**src/rtl/finger_scan_controller.sv**
```systemverilog
// -----------------------------------------------------------------------------
// finger_scan_controller
//
// Purpose:
//   Time-multiplexes one shared flex-sensor comparator across the five finger
//   channels (thumb, index, middle, ring, pinky) through an analog mux.
//   For each finger the mux is selected and given time to settle, then the
//   comparator is sampled once.
//   After all five fingers are sampled, the raw frame is committed.
//   A frame must repeat identically for STABLE_FRAMES consecutive scans before
//   the debounced status outputs take its value.
//   An idle gap with the sensor excitation off separates successive frames.
//
// Parameters:
//   SETTLE_CYCLES - cycles the mux is held enabled before each sample (>=1)
//   STABLE_FRAMES - identical consecutive frames needed to update status (>=1)
//   SCAN_GAP      - idle cycles between frames with mux_en low (>=1)
//
// Ports:
//   clk            in   clock, rising edge
//   rst            in   synchronous active-high reset
//   enable         in   run continuous scanning while high
//   sens_bent      in   shared comparator output for the selected finger
//   mux_sel[2:0]   out  selected finger, 0=thumb .. 4=pinky
//   mux_en         out  analog mux / sensor excitation enable
//   *_status       out  debounced bent flags, one per finger
//   frame_valid    out  one-cycle pulse per committed frame
//   status_changed out  one-cycle pulse when any *_status output changes
//   busy           out  high whenever the scanner is not idle
// -----------------------------------------------------------------------------
module finger_scan_controller #(
  parameter int SETTLE_CYCLES = 8,
  parameter int STABLE_FRAMES = 3,
  parameter int SCAN_GAP      = 16
) (
  input  logic       clk,
  input  logic       rst,
  input  logic       enable,
  input  logic       sens_bent,
  output logic [2:0] mux_sel,
  output logic       mux_en,
  output logic       thumb_status,
  output logic       index_status,
  output logic       middle_status,
  output logic       ring_status,
  output logic       pinky_status,
  output logic       frame_valid,
  output logic       status_changed,
  output logic       busy
);

  typedef enum logic [2:0] {
    IDLE   = 3'd0,
    SETTLE = 3'd1,
    SAMPLE = 3'd2,
    COMMIT = 3'd3,
    GAP    = 3'd4
  } state_t;

  // One counter serves both the settle and the gap intervals, since they
  // never overlap; it is sized for the longer of the two.
  localparam int CNT_MAX = (SETTLE_CYCLES > SCAN_GAP) ? SETTLE_CYCLES : SCAN_GAP;
  localparam int CW      = $clog2(CNT_MAX + 1);
  localparam int SW      = $clog2(STABLE_FRAMES + 1);

  localparam logic [CW-1:0] SETTLE_LAST = CW'(SETTLE_CYCLES - 1);
  localparam logic [CW-1:0] GAP_LAST    = CW'(SCAN_GAP - 1);
  localparam logic [SW-1:0] STABLE_MAX  = SW'(STABLE_FRAMES);
  localparam logic [2:0]    LAST_FINGER = 3'd4;

  state_t          state_q, state_d;
  logic [CW-1:0]   cnt_q, cnt_d;
  logic [2:0]      mux_sel_q, mux_sel_d;
  logic            mux_en_q, mux_en_d;
  logic            busy_q, busy_d;
  logic [4:0]      raw_q, raw_d;
  logic [4:0]      cand_q, cand_d;
  logic [SW-1:0]   stable_cnt_q, stable_cnt_d;
  logic [4:0]      status_q, status_d;
  logic            frame_valid_q, frame_valid_d;
  logic            status_changed_q, status_changed_d;

  // ---------------------------------------------------------------------------
  // State and datapath registers
  // ---------------------------------------------------------------------------
  always_ff @(posedge clk) begin
    if (rst) begin
      state_q          <= IDLE;
      cnt_q            <= '0;
      mux_sel_q        <= '0;
      mux_en_q         <= 1'b0;
      busy_q           <= 1'b0;
      raw_q            <= '0;
      cand_q           <= '0;
      stable_cnt_q     <= '0;
      status_q         <= '0;
      frame_valid_q    <= 1'b0;
      status_changed_q <= 1'b0;
    end else begin
      state_q          <= state_d;
      cnt_q            <= cnt_d;
      mux_sel_q        <= mux_sel_d;
      mux_en_q         <= mux_en_d;
      busy_q           <= busy_d;
      raw_q            <= raw_d;
      cand_q           <= cand_d;
      stable_cnt_q     <= stable_cnt_d;
      status_q         <= status_d;
      frame_valid_q    <= frame_valid_d;
      status_changed_q <= status_changed_d;
    end
  end

  // ---------------------------------------------------------------------------
  // Next-state and output logic
  // ---------------------------------------------------------------------------
  always_comb begin
    state_d          = state_q;
    cnt_d            = cnt_q;
    mux_sel_d        = mux_sel_q;
    raw_d            = raw_q;
    cand_d           = cand_q;
    stable_cnt_d     = stable_cnt_q;
    status_d         = status_q;
    frame_valid_d    = 1'b0;
    status_changed_d = 1'b0;

    case (state_q)
      IDLE: begin
        if (enable) begin
          state_d   = SETTLE;
          cnt_d     = '0;
          mux_sel_d = '0;
        end
      end

      SETTLE: begin
        if (cnt_q == SETTLE_LAST) begin
          state_d = SAMPLE;
          cnt_d   = '0;
        end else begin
          cnt_d = cnt_q + CW'(1);
        end
      end

      SAMPLE: begin
        // Decoded write keeps the index in range even if mux_sel were corrupt.
        for (int i = 0; i < 5; i++) begin
          if (mux_sel_q == 3'(i)) begin
            raw_d[i] = sens_bent;
          end
        end
        if (mux_sel_q == LAST_FINGER) begin
          state_d   = COMMIT;
          mux_sel_d = '0;
        end else begin
          state_d   = SETTLE;
          mux_sel_d = mux_sel_q + 3'd1;
          cnt_d     = '0;
        end
      end

      COMMIT: begin
        // After this cycle the candidate always equals the frame just taken;
        // only the run length depends on whether it repeated.
        cand_d = raw_q;
        if (raw_q == cand_q) begin
          stable_cnt_d = (stable_cnt_q == STABLE_MAX) ? STABLE_MAX
                                                      : stable_cnt_q + SW'(1);
        end else begin
          stable_cnt_d = SW'(1);
        end
        if ((stable_cnt_d == STABLE_MAX) && (raw_q != status_q)) begin
          status_d         = raw_q;
          status_changed_d = 1'b1;
        end
        frame_valid_d = 1'b1;
        state_d       = GAP;
        cnt_d         = '0;
      end

      GAP: begin
        // enable is only consulted on the final gap cycle.
        if (cnt_q == GAP_LAST) begin
          cnt_d     = '0;
          mux_sel_d = '0;
          state_d   = enable ? SETTLE : IDLE;
        end else begin
          cnt_d = cnt_q + CW'(1);
        end
      end

      default: begin
        state_d   = IDLE;
        cnt_d     = '0;
        mux_sel_d = '0;
      end
    endcase

    // Registered from the next state so these flags line up with state_q.
    mux_en_d = (state_d == SETTLE) || (state_d == SAMPLE);
    busy_d   = (state_d != IDLE);
  end

  assign mux_sel        = mux_sel_q;
  assign mux_en         = mux_en_q;
  assign busy           = busy_q;
  assign frame_valid    = frame_valid_q;
  assign status_changed = status_changed_q;
  assign thumb_status   = status_q[0];
  assign index_status   = status_q[1];
  assign middle_status  = status_q[2];
  assign ring_status    = status_q[3];
  assign pinky_status   = status_q[4];

endmodule

```
**config.mk**
```make
export PLATFORM = sky130hd
export DESIGN_NAME = finger_scan_controller
export DESIGN_NICKNAME = d
export VERILOG_FILES = /design/src/rtl/finger_scan_controller.sv
export SDC_FILE = /design/constraint.sdc
export NUM_CORES = 1
export LEC_CHECK = 0
export ABC_AREA = 1
export CAP_MARGIN = 20
export CORE_AREA = 2 2 51 88
export CTS_BUF_LIST = sky130_fd_sc_hd__clkbuf_16
export DETAILED_ROUTE_END_ITERATION = 8
export DIE_AREA = 0 0 53 90
export PLACE_DENSITY_LB_ADDON = 0.1
export SYNTH_ARGS = -nofsm -noshare
export SYNTH_HDL_FRONTEND = slang
export SYNTH_SLANG_ARGS = --single-unit
```
**constraint.sdc**
```tcl
create_clock -name clk -period 1.4 [get_ports clk]
set_input_delay 0.42 -clock clk [delete_from_list [all_inputs] [get_ports clk]]
set_output_delay 0.42 -clock clk [all_outputs]
set_load 0.02 [all_outputs]
```
==> metrics.txt <==
status=finished, violations left; failing checks=setup timing; Crit path arrival time=1.58 ns; VDD IR max=around 0.70 mV; Placer Congestion=roughly 0.8; Area Overhead vs Synth=45.2%; Netlist cell types=27; Static Leak=1.03 nW; Yosys reg bits=32; type of the worst setup path=reg -> reg; Worst EP required=1.56 ns; top achievable clock speed=between 700 and 800 MHz; Root Buffer=clkbuf_16; Syn Nets=228; pre-CTS setup slack=-0.103 ns; Max clock buf depth=2; first-pass detailed-route iteration total=4; vias in the first global route=1467; CTS buffer count=5; initial antenna violation count=0; DR vias/cell=4.69; initial core utilization=0.384; global route overflow=0; Synth Cell Area=1560 µm²; non-filler cells, final=317; Core ar.=4070 µm²; Clock transition at path regs=around 0.050 ns; via count=approximately 1500; Slew Limit Fails=0; # placed instances=305; maxcap violations=0; Tmin final=1.42 ns; RSZ-0062 raised after global routing=yes; post-synthesis cell count=216; cell area power density=just over 900 nW/µm²; std cell rows=31; worst skew pair latency=around 0.28 ns; Mean Syn Cell Area=7.24 µm²; layout cell share with drive strength beyond 1=0.272; cts hold-fix bufs=0; CP max FO=3; DRC viols=0; register area share after synthesis=0.410; final hold viol count=0; synth warn=0; Worst setup SP type=flip-flop; most common cell after layout, fill and taps aside=nand2_1; chip height=90 µm; DRT Wirelength=3.69 mm; Clock Skew=0.00443 ns; fin crit share=1.01; drt initial violations=21; diode count=0; IO Pins=16; final hold slack=0.456 ns; Die X=53 µm; DR WL/cell=about 12 µm; CP endpoint kind=flip-flop; number of routed nets with antenna violations=0; I/O Buffers=15; CTS tree=yes; DP HPWL=2.77 mm; commonest non-fill, non-tap cells in the layout=nand2_1 (43), buf_4 (31), inv_1 (27), dfxtp_1 (27); CTS sink cnt=32; H-tree depth=2; first-pass GRT wire length=6.26 mm; # setup viols final=2; largest net degree at the start of global routing=21; worst slew pin tran=0.257 ns; Tot GR Track Use=0.178; Final #Nets=279; relative slew slack=0.828; Final Worst Setup Slack=-0.0170 ns; die area=around 4800 µm²; Hold WC Path Type=reg -> reg
==> cells by family (layout without fill, tap and decap cells) <==
group | count (synthesis) | in the layout | synth area share
adder cells (fa/ha/maj) | 8 | 8 | 0.0640
AO/OA/AOI/OAI | 40 | 40 | 0.136
AND/OR/NAND/NOR | 94 | 95 | 0.269
flip-flops | 32 | 32 | 0.410
buffers and inverters | 38 | 89 | 0.0992
XOR/XNOR | 4 | 4 | 0.0224
==> report_power, final <==
part,switching [W],leakage [nW],internal [W]
Clock,0.000381,0.0710,0.000644
Sequential,0.00000898,0.261,0.000923
Combinational,0.0000699,0.700,0.0000597
Total,0.000460,1.03,0.00163
==> synthesized netlist by cell type, drive strengths merged <==
| cell type | instances | share of area |
|---|---|---|
| o211ai | 1 | 0.0048 |
| ha | 8 | 0.064 |
| clkbuf | 2 | 0.0048 |
| nor2 | 26 | 0.067 |
| buf | 3 | 0.015 |
| xnor2 | 3 | 0.017 |
| o21ai | 15 | 0.048 |
| a21oi | 21 | 0.067 |
| nor3 | 2 | 0.014 |
| a31oi | 1 | 0.0040 |
| dfxtp | 32 | 0.41 |
| o211a | 1 | 0.0064 |
| nand3b | 1 | 0.0048 |
| nand2 | 47 | 0.11 |
| inv | 33 | 0.079 |
| xor2 | 1 | 0.0056 |
| a41oi | 1 | 0.0056 |
| nand3 | 18 | 0.069 |
==> per-layer routing <==
metal  routed length [µm]  track usage  up-vias
li1                     -            -      795
met1                 1340        0.164      667
met2                 2190        0.342       18
met3                   89       0.0449        6
met4                   71       0.0705        0
met5                    0            0        -
==> sequential cells by signal (all words and copies together), names as in the netlist <==
| signal | cells |
|---|---|
| busy | 1 |
| mux_en | 1 |
| raw_q | 5 |
| cnt_q | 5 |
| state_q | 3 |
| mux_sel | 3 |
| stable_cnt_q | 2 |
| status_changed | 1 |
| status_q | 5 |
| cand_q | 5 |
| frame_valid | 1 |
==> critical path: stages (launching register included) <==
cell and delay (ns):
dfxtp_2 0.33, ha_4 0.16, nand2_4 0.08, nor2_4 0.04, ha_4 0.16, o211ai_1 0.22, nand3_1 0.13, nor2_2 0.11
a21oi_1 0.07
==> path summary, 6_finish.rpt <==
kind	startpoint	to	slack, ns	cells past startpoint
setup / recovery	cnt_q[0]	busy	-0.02	8
hold / removal	cand_q[2]	cand_q[2]	0.46	2
setup reg to reg	cnt_q[0]	busy	-0.02	8
hold reg to reg	cand_q[2]	cand_q[2]	0.46	2
==> stage by stage <==
step | total power, W | setup TNS, ns | area (µm²) | util
global route | 0.00217 | -0.513 | 2270 | 0.558
floorplan | 0.00102 | 0 | 1600 | -
detailed placement | 0.00108 | -0.744 | 2010 | 0.495
global placement | 0.00108 | -0.680 | 2010 | 0.495
CTS | 0.00211 | -0.0883 | 2200 | 0.539
finish | 0.00209 | -0.0255 | 2270 | 0.558
==> area by class of cell <==
| class | instances | area (µm²) |
|---|---|---|
| Clock buffer | 5 | 125 |
| Tap cell | 49 | 61.3 |
| Multi-Input combinational cell | 147 | 892 |
| Clock inverter | 3 | 13.8 |
| Sequential cell | 32 | 649 |
| Timing Repair Buffer | 48 | 405 |
| Fill cell | 424 | 1800 |
| Inverter | 33 | 124 |
==> what timing repair did <==
item	in CTS	in global routing
pin swaps	10	13
gates cloned	0	1
setup endpoints to repair	28	22
gates resized for setup	21	19
setup buffers	2	2
(Power assumes the default switching activity.)
